===== src/rtl/branch_resolve_if.sv =====
// branch_resolve_if: request, resolution and redirect signals of the branch
// resolution unit. The slave modport is the resolver itself; the master
// modport is the execute-stage / fetch side that drives it.
interface branch_resolve_if #(
    parameter int XLEN = 32
);
    // Resolve request from execute
    logic            in_valid;
    logic            in_ready;
    logic            in_is_branch;
    logic            in_is_jal;
    logic            in_is_jalr;
    logic [2:0]      in_funct3;
    logic [XLEN-1:0] in_pc;
    logic [XLEN-1:0] in_imm;
    logic [XLEN-1:0] in_alu_out;
    logic            in_zero;
    logic            in_lt;
    logic            in_ltu;
    logic            in_pred_taken;

    // Resolution results
    logic            resolved_valid;
    logic            resolved_taken;
    logic            misalign_err;

    // Redirect to fetch
    logic            flush;
    logic            redirect_valid;
    logic            redirect_ready;
    logic [XLEN-1:0] redirect_pc;

    modport master (
        output in_valid, in_is_branch, in_is_jal, in_is_jalr, in_funct3,
               in_pc, in_imm, in_alu_out, in_zero, in_lt, in_ltu,
               in_pred_taken, redirect_ready,
        input  in_ready, resolved_valid, resolved_taken, misalign_err,
               flush, redirect_valid, redirect_pc
    );

    modport slave (
        input  in_valid, in_is_branch, in_is_jal, in_is_jalr, in_funct3,
               in_pc, in_imm, in_alu_out, in_zero, in_lt, in_ltu,
               in_pred_taken, redirect_ready,
        output in_ready, resolved_valid, resolved_taken, misalign_err,
               flush, redirect_valid, redirect_pc
    );
endinterface


===== src/rtl/branch_resolve.sv =====
// branch_resolve: resolves branch/JAL/JALR direction from ALU flags, compares
// against the front-end prediction and issues a held redirect plus a one-cycle
// flush on a mispredict. Optional statistics counters are built when the
// macro BRANCH_STATS_EN is defined; otherwise both counter outputs read 0.
module branch_resolve #(
    parameter int XLEN  = 32,
    parameter int CNT_W = 32
) (
    input  logic             clk,
    input  logic             rst_n,
    branch_resolve_if.slave  bus,
    output logic [CNT_W-1:0] br_count,
    output logic [CNT_W-1:0] mispredict_count
);

    typedef enum logic {
        S_IDLE,
        S_REDIRECT
    } state_t;

    state_t          r_state;
    logic            r_in_ready;
    logic            r_resolved_valid;
    logic            r_resolved_taken;
    logic            r_misalign_err;
    logic            r_flush;
    logic            r_redirect_valid;
    logic [XLEN-1:0] r_redirect_pc;

    logic            w_accept;
    logic            w_sel_jalr;
    logic            w_sel_jal;
    logic            w_sel_br;
    logic            w_br_legal;
    logic            w_cond;
    logic            w_decided;
    logic            w_taken;
    logic [XLEN-1:0] w_target;
    logic [XLEN-1:0] w_fall;
    logic [XLEN-1:0] w_next_pc;
    logic            w_misalign;
    logic            w_mispredict;

    // r_in_ready is only ever 1 in IDLE, so in_valid is ignored in REDIRECT
    assign w_accept = bus.in_valid && r_in_ready;

    // Classify the request and evaluate direction, target and mispredict
    always_comb begin
        w_sel_jalr = bus.in_is_jalr;
        w_sel_jal  = !bus.in_is_jalr && bus.in_is_jal;
        w_sel_br   = !bus.in_is_jalr && !bus.in_is_jal && bus.in_is_branch;
        w_br_legal = (bus.in_funct3 != 3'b010) && (bus.in_funct3 != 3'b011);

        w_cond = 1'b0;
        case (bus.in_funct3)
            3'b000:  w_cond = bus.in_zero;
            3'b001:  w_cond = !bus.in_zero;
            3'b100:  w_cond = bus.in_lt;
            3'b101:  w_cond = !bus.in_lt;
            3'b110:  w_cond = bus.in_ltu;
            3'b111:  w_cond = !bus.in_ltu;
            default: w_cond = 1'b0;
        endcase

        // Only legal control-flow instructions can ever mispredict
        w_decided = w_sel_jalr || w_sel_jal || (w_sel_br && w_br_legal);
        w_taken   = w_sel_jalr || w_sel_jal || (w_sel_br && w_br_legal && w_cond);

        w_target  = w_sel_jalr ? (bus.in_alu_out & ~XLEN'(1))
                               : (bus.in_pc + bus.in_imm);
        w_fall    = bus.in_pc + XLEN'(4);
        w_next_pc = w_taken ? w_target : w_fall;

        // A misaligned taken target raises an error instead of redirecting
        w_misalign   = w_taken && (w_target[1:0] != 2'b00);
        w_mispredict = w_decided && (w_taken != bus.in_pred_taken) && !w_misalign;
    end

    // Resolve FSM with registered pulses and held redirect
    always_ff @(posedge clk or negedge rst_n) begin
        if (!rst_n) begin
            r_state          <= S_IDLE;
            r_in_ready       <= 1'b1;
            r_resolved_valid <= 1'b0;
            r_resolved_taken <= 1'b0;
            r_misalign_err   <= 1'b0;
            r_flush          <= 1'b0;
            r_redirect_valid <= 1'b0;
            r_redirect_pc    <= '0;
        end else begin
            r_resolved_valid <= 1'b0;
            r_resolved_taken <= 1'b0;
            r_misalign_err   <= 1'b0;
            r_flush          <= 1'b0;
            case (r_state)
                S_IDLE: begin
                    if (w_accept) begin
                        r_resolved_valid <= 1'b1;
                        r_resolved_taken <= w_taken;
                        r_misalign_err   <= w_misalign;
                        if (w_mispredict) begin
                            r_state          <= S_REDIRECT;
                            r_in_ready       <= 1'b0;
                            r_flush          <= 1'b1;
                            r_redirect_valid <= 1'b1;
                            r_redirect_pc    <= w_next_pc;
                        end
                    end
                end
                S_REDIRECT: begin
                    if (bus.redirect_ready) begin
                        r_state          <= S_IDLE;
                        r_in_ready       <= 1'b1;
                        r_redirect_valid <= 1'b0;
                    end
                end
                default: begin
                    r_state          <= S_IDLE;
                    r_in_ready       <= 1'b1;
                    r_redirect_valid <= 1'b0;
                end
            endcase
        end
    end

    assign bus.in_ready       = r_in_ready;
    assign bus.resolved_valid = r_resolved_valid;
    assign bus.resolved_taken = r_resolved_taken;
    assign bus.misalign_err   = r_misalign_err;
    assign bus.flush          = r_flush;
    assign bus.redirect_valid = r_redirect_valid;
    assign bus.redirect_pc    = r_redirect_pc;

`ifdef BRANCH_STATS_EN
    logic [CNT_W-1:0] r_br_count;
    logic [CNT_W-1:0] r_mp_count;

    function automatic logic [CNT_W-1:0] sat_inc(input logic [CNT_W-1:0] c);
        return (c == {CNT_W{1'b1}}) ? c : c + CNT_W'(1);
    endfunction

    // Saturating counts of legal conditional branches and redirect entries
    always_ff @(posedge clk or negedge rst_n) begin
        if (!rst_n) begin
            r_br_count <= '0;
            r_mp_count <= '0;
        end else begin
            if (w_accept && w_sel_br && w_br_legal)
                r_br_count <= sat_inc(r_br_count);
            if (w_accept && w_mispredict)
                r_mp_count <= sat_inc(r_mp_count);
        end
    end

    assign br_count         = r_br_count;
    assign mispredict_count = r_mp_count;
`else
    assign br_count         = '0;
    assign mispredict_count = '0;
`endif

endmodule


===== src/flat_wrapper.sv =====
// flat-port wrapper written by rule: the top's interface ports become plain ports
module branch_resolve_flat 
#(
    parameter int XLEN  = 32,
    parameter int CNT_W = 32
)
  (clk, rst_n, br_count, mispredict_count, bus_in_valid, bus_in_is_branch, bus_in_is_jal, bus_in_is_jalr, bus_in_funct3, bus_in_pc, bus_in_imm, bus_in_alu_out, bus_in_zero, bus_in_lt, bus_in_ltu, bus_in_pred_taken, bus_redirect_ready, bus_in_ready, bus_resolved_valid, bus_resolved_taken, bus_misalign_err, bus_flush, bus_redirect_valid, bus_redirect_pc);
  branch_resolve_if #(.XLEN(XLEN)) bus_i ();
  input  logic clk;
  input  logic rst_n;
  output logic [CNT_W-1:0] br_count;
  output logic [CNT_W-1:0] mispredict_count;
  input wire logic [$bits(bus_i.in_valid)-1:0] bus_in_valid;
  input wire logic [$bits(bus_i.in_is_branch)-1:0] bus_in_is_branch;
  input wire logic [$bits(bus_i.in_is_jal)-1:0] bus_in_is_jal;
  input wire logic [$bits(bus_i.in_is_jalr)-1:0] bus_in_is_jalr;
  input wire logic [$bits(bus_i.in_funct3)-1:0] bus_in_funct3;
  input wire logic [$bits(bus_i.in_pc)-1:0] bus_in_pc;
  input wire logic [$bits(bus_i.in_imm)-1:0] bus_in_imm;
  input wire logic [$bits(bus_i.in_alu_out)-1:0] bus_in_alu_out;
  input wire logic [$bits(bus_i.in_zero)-1:0] bus_in_zero;
  input wire logic [$bits(bus_i.in_lt)-1:0] bus_in_lt;
  input wire logic [$bits(bus_i.in_ltu)-1:0] bus_in_ltu;
  input wire logic [$bits(bus_i.in_pred_taken)-1:0] bus_in_pred_taken;
  input wire logic [$bits(bus_i.redirect_ready)-1:0] bus_redirect_ready;
  output wire logic [$bits(bus_i.in_ready)-1:0] bus_in_ready;
  output wire logic [$bits(bus_i.resolved_valid)-1:0] bus_resolved_valid;
  output wire logic [$bits(bus_i.resolved_taken)-1:0] bus_resolved_taken;
  output wire logic [$bits(bus_i.misalign_err)-1:0] bus_misalign_err;
  output wire logic [$bits(bus_i.flush)-1:0] bus_flush;
  output wire logic [$bits(bus_i.redirect_valid)-1:0] bus_redirect_valid;
  output wire logic [$bits(bus_i.redirect_pc)-1:0] bus_redirect_pc;
  assign bus_i.in_valid = bus_in_valid;
  assign bus_i.in_is_branch = bus_in_is_branch;
  assign bus_i.in_is_jal = bus_in_is_jal;
  assign bus_i.in_is_jalr = bus_in_is_jalr;
  assign bus_i.in_funct3 = bus_in_funct3;
  assign bus_i.in_pc = bus_in_pc;
  assign bus_i.in_imm = bus_in_imm;
  assign bus_i.in_alu_out = bus_in_alu_out;
  assign bus_i.in_zero = bus_in_zero;
  assign bus_i.in_lt = bus_in_lt;
  assign bus_i.in_ltu = bus_in_ltu;
  assign bus_i.in_pred_taken = bus_in_pred_taken;
  assign bus_i.redirect_ready = bus_redirect_ready;
  assign bus_in_ready = bus_i.in_ready;
  assign bus_resolved_valid = bus_i.resolved_valid;
  assign bus_resolved_taken = bus_i.resolved_taken;
  assign bus_misalign_err = bus_i.misalign_err;
  assign bus_flush = bus_i.flush;
  assign bus_redirect_valid = bus_i.redirect_valid;
  assign bus_redirect_pc = bus_i.redirect_pc;
  branch_resolve #(.XLEN(XLEN), .CNT_W(CNT_W)) u_core (.clk(clk), .rst_n(rst_n), .bus(bus_i), .br_count(br_count), .mispredict_count(mispredict_count));
endmodule

===== config.mk =====
export PLATFORM = sky130hd
export DESIGN_NAME = branch_resolve_flat
export DESIGN_NICKNAME = d
export VERILOG_FILES = /design/src/rtl/branch_resolve_if.sv /design/src/rtl/branch_resolve.sv /design/src/flat_wrapper.sv
export SDC_FILE = /design/constraint.sdc
export NUM_CORES = 1
export LEC_CHECK = 0
export BUFFER_PORTS_ARGS = -buffer_cell sky130_fd_sc_hd__buf_2
export CORE_ASPECT_RATIO = 1.4
export CORE_MARGIN = 4
export CORE_UTILIZATION = 50
export CTS_BUF_LIST = sky130_fd_sc_hd__clkbuf_8
export DETAILED_ROUTE_END_ITERATION = 8
export PLACE_DENSITY = 0.84
export SYNTH_ARGS = -nofsm -noshare
export SYNTH_HDL_FRONTEND = slang
export SYNTH_SLANG_ARGS = --single-unit

===== constraint.sdc =====
create_clock -name clk -period 2.4 [get_ports clk]
set_input_delay 0.36 -clock clk [delete_from_list [all_inputs] [get_ports clk]]
set_output_delay 0.36 -clock clk [all_outputs]
set_load 0.01 [all_outputs]

==> metrics.md, run 1 <==
| Metric | Value |
|---|---|
| Hold WC Path Type | input port to asynchronous set/reset pin |
| Count of cell types in the netlist | 64 |
| Clock power frac | 13.2% |
| Max incr delay on CP | approximately 0.53 ns |
| Crit-path slowest cell | fa_2 |
| CTS max path bufs | 2 |
| Largest net degree at the start of global routing | 47 |
| Worst Setup Slack, final | -0.0596 ns |
| Via/cell ratio | roughly 5.7 |
| # DRC | 0 |
| Seq pwr share | 32.5% |
| Num ports | roughly 210 |
| Area leader, netlist | dfrtp_1 |
| Initial antenna violation count | 0 |
| Vias in the first global route | 5332 |
| Worst-Margin Slew | 0.957 ns |
| Area grow syn2layout | 34.3% |
| Dpl hpwl | 13200 microns |
| Vias | 5564 |
| Count leader, synth | nand2_1 |
| Power Total | between 0.003 and 0.004 W |
| Total GRT Usage | 27.6% |
| Relative slew slack | 36.2% |
| Combinational power share | 54.3% |
| Leakage | 3.26 nW |
| Min Tclk post-route | 2.46 ns |
| Synth warn | 0 |
| CP Class | input port to flop |
| Total iterations of the first detailed-routing run | 5 |
| Detailed Route Iter0 Violations | 311 |
| Tcrit/Tclk final | 102% |
| Num CTS Buffers | 5 |
| Worst skew pair latency | 0.31 ns |
| TNS Setup | -0.115 ns |
| CTS Hold Bufs | 0 |
| Die H | 124 microns |
| Post-Synthesis Cells | 630 |
| Top-area cell type share of the netlist area | 19.8% |
| Critical Path RT | 2.59 ns |
| Max Freq | slightly above 400 MHz |
| Avg WL per Cell | 16.6 microns |
| # H-tree levels | 2 |
| Status | complete, but fails checks |
| Max-cap violations | 0 |
| Antenna Cells | 0 |
| Core area | about 9400 sq um |
| Failing checks | negative setup slack |
| Synth top area cells | dfrtp_1 20%, buf_4 11%, ha_1 8.3% |
| Row cnt | 42 |
| Internal power | 0.00205 W |
| Synth Register Bits | 39 |
| Syn Area/Cell | 7.63 sq um |
| Post-Synthesis Cell Area | 4810 sq um |
| Port bufs | ~150 |
| Ys flop type | dfrtp_1 |
| Critical-path cell list | buf_8 > ha_4 > inv_2 > fa_2 > or3b_1 > a21o_1 > o21ai_2 > o2111ai_4 > buf_6 > nand2_2 > o31ai_2 > or3b_1 |
| GPL Wtd Cong | about 0.96 |
| Final Hold Vio Count | 0 |
| Sw power | roughly 0.0015 W |
| Peak VDD IR | about 0.23 mV |
| Switching fraction of total power | 42.8% |
| Die Width | 90.9 microns |
| First-pass GRT wire length | 25300 microns |
| Post-synth top cells | 74 x nand2_1, 70 x buf_4, 52 x o21ai_0 |
| Total wire length | around 16000 microns |
| Post-DRT Antenna Nets | 0 |
| Full die area | about 11000 sq um |
| Layout fillers | 781 |
| Crit-path max FO | 6 |
| Endpoints failing setup | 4 |
| PwrDens | 553 nW/um^2 |
| Clk root buf | clkbuf_8 |
| Clock-pin slew on the worst setup and hold paths | 0.09 ns |
| Register area share after synthesis | between 20% and 30% |
| Asr flop ratio synth | 100% |
| Nets | 1010 |
| Post-synth EDFFs | 0 |
| Unrepaired setup endpoints after global routing | true |
| Layout cells sized above 1 | 35.1% |
| # clock sinks | 39 |
| WP data arrival | 2.65 ns |
| Slew Limit Fails | 0 |
| CTS tree | built |
| Cell mode on critical path | or3b_1 |
| Startpoint types | input port |
| Initial Util | around half |
| Setup Skew | 0.00636 ns |
| CP endpoint kind | flop |
| Total congestion overflow | 0 |
-- cell type report --
cell class | count | area [sq um] | share of cell area (%)
Timing Repair Buffer | 257 | 1620 | 25.0
Tap cell | 110 | 138 | 2.13
Multi-Input combinational cell | 548 | 3580 | 55.5
Sequential cell | 39 | 977 | 15.1
Inverter | 16 | 60.1 | 0.930
Clock buffer | 5 | 68.8 | 1.07
Clock inverter | 3 | 16.3 | 0.252
-- kinds of logic (layout without fill, tap and decap cells) --
| family | count (synthesis) | in the layout | synth area share, % |
|---|---|---|---|
| buffers and inverters | 106 | 281 | 14.0 |
| AO/OA/AOI/OAI | 200 | 200 | 27.5 |
| XOR/XNOR | 47 | 47 | 8.56 |
| adder cells (fa/ha/maj) | 33 | 33 | 8.74 |
| AND/OR/NAND/NOR | 199 | 199 | 19.8 |
| flip-flops | 39 | 39 | 20.3 |
| other | 1 | 64 | 0.0780 |
| multiplexers | 5 | 5 | 1.04 |
-- worst paths after layout --
path,from,end,slack [ns],cells past startpoint
setup / recovery,bus_in_pc[0],u_core.bus.redirect_pc[29],-0.06,12
hold / removal,rst_n,u_core.bus.flush,0.19,1
setup reg to reg,u_core.bus.in_ready,u_core.bus.redirect_pc[29],0.45,7
hold reg to reg,u_core.bus.in_ready,u_core.bus.in_ready,0.48,2
max in group asynchronous,rst_n,u_core.bus.redirect_pc[13],1.60,1
min in group clk,bus_redirect_ready,u_core.r_state,0.26,2
-- through the flow --
step	utilization [%]	instances	hold WS [ns]	setup WS, ns	cell area, sq um
2_1_floorplan	-	693	0.0644	-0.166	5140
3_3_place_gp	65.9	965	0.457	-0.398	6200
3_5_place_dp	65.9	965	0.465	-0.469	6200
4_1_cts	68.0	977	0.224	-0.0776	6390
5_1_grt	68.7	978	0.262	-0.139	6460
6_report	68.7	978	0.188	-0.0596	6460
-- layer usage --
layer / vias to the layer above / track usage (%) / wire length, microns
met4: 0 / 10.9 / 532
met3: 45 / 3.38 / 1230
met5: - / 0 / 0
li1: 2635 / - / -
met2: 273 / 52.1 / 8220
met1: 2611 / 31.6 / 6260
-- cell usage in the layout (no fill, tap or decap), types with 12 or more instances in the layout --
| cell | synthesis | final |
|---|---|---|
| inv_1 | 16 | 15 |
| nand2_1 | 74 | 73 |
| buf_2 | 3 | 144 |
| xnor2_1 | 20 | 20 |
| conb_1 | 1 | 64 |
| nor3_1 | 12 | 12 |
| nand4_1 | 12 | 12 |
| a21oi_1 | 47 | 47 |
| buf_4 | 70 | 105 |
| a21o_1 | 14 | 14 |
| ha_1 | 32 | 31 |
| o21ai_0 | 52 | 46 |
| nor2_1 | 37 | 36 |
| xor2_1 | 27 | 27 |
| dfrtp_1 | 38 | 38 |
| nand3_1 | 22 | 22 |
-- power by group through the flow --
stage	Clock, W	Sequential (W)	Combinational, W
after CTS	0.000469	0.00115	0.00191
final	0.000470	0.00116	0.00194
after detailed placement	0	0.00116	0.00188
after global routing	0.000493	0.00119	0.00213
after floorplan	0	0.00127	0.000966
after global placement	0	0.00115	0.00183
-- registers in the layout, summed over array words and instances, names as in the netlist --
register,cells
u_core.r_state,1
u_core.bus.redirect_pc,32
u_core.bus.resolved_taken,1
u_core.bus.in_ready,1
u_core.bus.redirect_valid,1
u_core.bus.flush,1
u_core.bus.misalign_err,1
u_core.bus.resolved_valid,1
-- worst max-delay path, delay by kind of cell --
kind,cells,cell delay (ns)
and+or+nand+nor,3,0.77
adders and majority gates,2,0.66
AOI/OAI and AO/OA,4,0.54
buffers and inverters,3,0.32
-- repair_timing --
action / CTS / global route
gates resized for setup: 21 / 12
pin swaps: 17 / 9
endpoints found under the setup margin: 15 / 18
setup buffers: 4 / 1
gates cloned: 0 / 0
(Power assumes the default switching activity.)
==> inputs of run 2 (changes only) <==
--- a/config.mk
+++ b/config.mk
@@ -8,10 +8,11 @@
 export BUFFER_PORTS_ARGS = -buffer_cell sky130_fd_sc_hd__buf_2
 export CORE_ASPECT_RATIO = 1.4
 export CORE_MARGIN = 4
-export CORE_UTILIZATION = 50
+export CORE_UTILIZATION = 54
 export CTS_BUF_LIST = sky130_fd_sc_hd__clkbuf_8
 export DETAILED_ROUTE_END_ITERATION = 8
-export PLACE_DENSITY = 0.84
+export PLACE_DENSITY = 0.9
 export SYNTH_ARGS = -nofsm -noshare
 export SYNTH_HDL_FRONTEND = slang
 export SYNTH_SLANG_ARGS = --single-unit
+export TNS_END_PERCENT = 20
==> constraint.sdc (replaced) <==
create_clock -name clk -period 3.1 [get_ports clk]
set_input_delay 0.465 -clock clk [delete_from_list [all_inputs] [get_ports clk]]
set_output_delay 0.465 -clock clk [all_outputs]
set_load 0.01 [all_outputs]
==> run 2 against run 1 <==
Net effect:
- the flow now finishes without violations
- via count is 6.2% lower
- first-iteration DRC count rose by 19%
- final area shrank 14%
- sequential share of layout area is 2.5 points higher
- hold slack improved by 0.11 ns
- die area is 6.9% lower
- global-route usage increased by 0.53 points
- clock skew increased by 0.0051 ns
- non-clock buffer count decreased by 94
- total power decreased by 26%
- wire length decreased by 6.1%
- critical path type unchanged
==> metrics.md, run 2 (same netlist as run 1, synthesis figures left out) <==
| Metric | Value |
|---|---|
| Critical-path cell list | buf_2 > ha_1 > inv_1 > fa_1 > or3b_1 > a21o_1 > o21ai_0 > o2111ai_4 > buf_4 > a221oi_1 > o2bb2ai_1 > a21oi_1 |
| Detailed Route Iter0 Violations | 371 |
| Final core utilization | ~64% |
| Area post-placement | ~5400 sq um |
| First-pass GRT wire length | 23600 microns |
| # DRC | 0 |
| Initial Util | between 50% and 60% |
| Vias in the first global route | about 4900 |
| Crit-path slowest cell | fa_1 |
| Clock-pin slew on the worst setup and hold paths | 0.10 ns |
| Non-filler cells, final | 879 |
| Total congestion overflow | 0 |
| GPL Wtd Cong | 0.915 |
| Peak VDD IR | roughly 0.42 mV |
| Dpl hpwl | 12200 microns |
| Max-cap violations | 0 |
| Startpoint types | input port |
| Max FFs per register | 32 |
| Relative slew slack | 36.8% |
| Endpoints failing setup | 0 |
| Design area | 5560 sq um |
| Combinational power share | about half |
| Hold WC Path Type | input port to asynchronous set/reset pin |
| # clock sinks | 39 |
| Internal power | 0.00154 W |
| Full die area | 10500 sq um |
| Crit-path max FO | 11 |
| Switching fraction of total power | between 40% and 50% |
| Setup Skew | 0.0114 ns |
| Post-DRT Antenna Nets | 0 |
| Resized cells post-CTS | 0 |
| PwrDens | approximately 480 nW/um^2 |
| Layout cells sized above 1 | 23.9% |
| Port bufs | 146 |
| Critical Path RT | between 3 and 4 ns |
| CTS Hold Bufs | 0 |
| Core area | 8660 sq um |
| Top Family by Delay on Critical Path | compound AO/OA/AOI/OAI gates |
| Tcrit/Tclk final | 91.9% |
| Num ports | between 200 and 250 |
| Slew Limit Fails | 0 |
| CP Class | input port to flop |
| Min Tclk post-route | ~2.8 ns |
| Vias | 5217 |
| Post-Place Cells | 871 |
| Unrepaired setup endpoints after global routing | false |
| Num CTS Buffers | 5 |
| Total iterations of the first detailed-routing run | 5 |
| Die Width | about 90 microns |
| Power Total | 0.00266 W |
| Leakage | 2.76 nW |
| Status | finished, final reports clean |
| CTS max path bufs | 2 |
| Post-CTS setup buffers | 0 |
| Die H | 120 microns |
| Antenna Cells | 0 |
| CTS tree | built |
| Total GRT Usage | 28.1% |
| Total wire length | 15200 microns |
| Sw power | between 0.001 and 0.0015 W |
| Most frequent cells in the layout | 146 x buf_2, 74 x nand2_1, 64 x conb_1 |
| Worst slack at placement | -0.0526 ns |
| Initial antenna violation count | 0 |
| Area grow syn2layout | 15.6% |
| Clk root buf | clkbuf_8 |
| Buf+Inv Stages, Crit Path | 3 |
| Max Freq | 351 MHz |
| Largest net degree at the start of global routing | 48 |
| CP endpoint kind | flop |
| Most common cell after layout, fill and taps aside | buf_2 |
| Seq pwr share | 32.8% |
| # H-tree levels | 2 |
| WP data arrival | slightly above 3 ns |
| Final Hold Vio Count | 0 |
| Worst skew pair latency | about 0.31 ns |
| Worst Setup Slack, final | 0.250 ns |
| Via/cell ratio | 5.94 |
| Row cnt | 40 |
| Max incr delay on CP | 0.52 ns |
| Worst-Margin Slew | 0.948 ns |
| Clock power frac | 17.6% |
| Avg WL per Cell | 17.3 microns |
| Nets | about 900 |
## run 2: per-stage QoR
stage / TNS [ns] / hold WS, ns
floorplan: 0 / 0.169
global placement: 0 / 0.456
detailed placement: -0.0817 / 0.465
CTS: 0 / 0.321
global route: 0 / 0.366
finish: 0 / 0.294
## run 2: worst paths after layout
check / cells after the start / endpoint / start / slack (ns)
min: 1 / u_core.bus.redirect_pc[31] / rst_n / 0.29
max reg2reg: 7 / u_core.bus.redirect_pc[30] / u_core.bus.in_ready / 1.02
max in group asynchronous: 1 / u_core.bus.redirect_pc[9] / rst_n / 2.21
min reg2reg: 2 / u_core.bus.redirect_pc[4] / u_core.bus.redirect_pc[4] / 0.48
min in group clk: 2 / u_core.r_state / bus_redirect_ready / 0.36
max: 12 / u_core.bus.redirect_pc[30] / bus_in_pc[0] / 0.25
## run 2: area by class of cell
class	instances	area (sq um)
Clock inverter	3	43.8
Sequential cell	39	977
Timing Repair Buffer	163	858
Clock buffer	5	68.8
Fill cell	780	3100
Multi-Input combinational cell	548	3420
Inverter	16	60.1
Tap cell	105	131
## run 2: worst reg2reg max path, cell delays in order (launching register included)
cell       delay (ns)
dfstp_2          0.56
nand3_1          0.17
a21oi_1          0.26
o2111ai_4        0.19
buf_4            0.23
a221oi_1         0.34
o2bb2ai_1        0.16
a21oi_1          0.06
## run 2: power by group through the flow
| stage | combinational (W) | clock [W] | sequential, W |
|---|---|---|---|
| final | 0.00132 | 0.000468 | 0.000872 |
| after global routing | 0.00146 | 0.000482 | 0.000894 |
| after CTS | 0.00131 | 0.000464 | 0.000870 |
| after detailed placement | 0.00130 | 0 | 0.000881 |
| after global placement | 0.00127 | 0 | 0.000866 |
| after floorplan | 0.000726 | 0 | 0.000979 |
## run 2: layer usage
| metal | share of wire (%) | GRT usage (%) | up-vias | wire length, microns |
|---|---|---|---|---|
| met5 | 0 | 0 | - | 0 |
| met4 | 3.7 | 12.8 | 0 | 565 |
| met3 | 9.1 | 3.43 | 49 | 1390 |
| met2 | 50 | 49.0 | 305 | 7610 |
| met1 | 37 | 33.6 | 2418 | 5680 |
| li1 | - | - | 2445 | - |
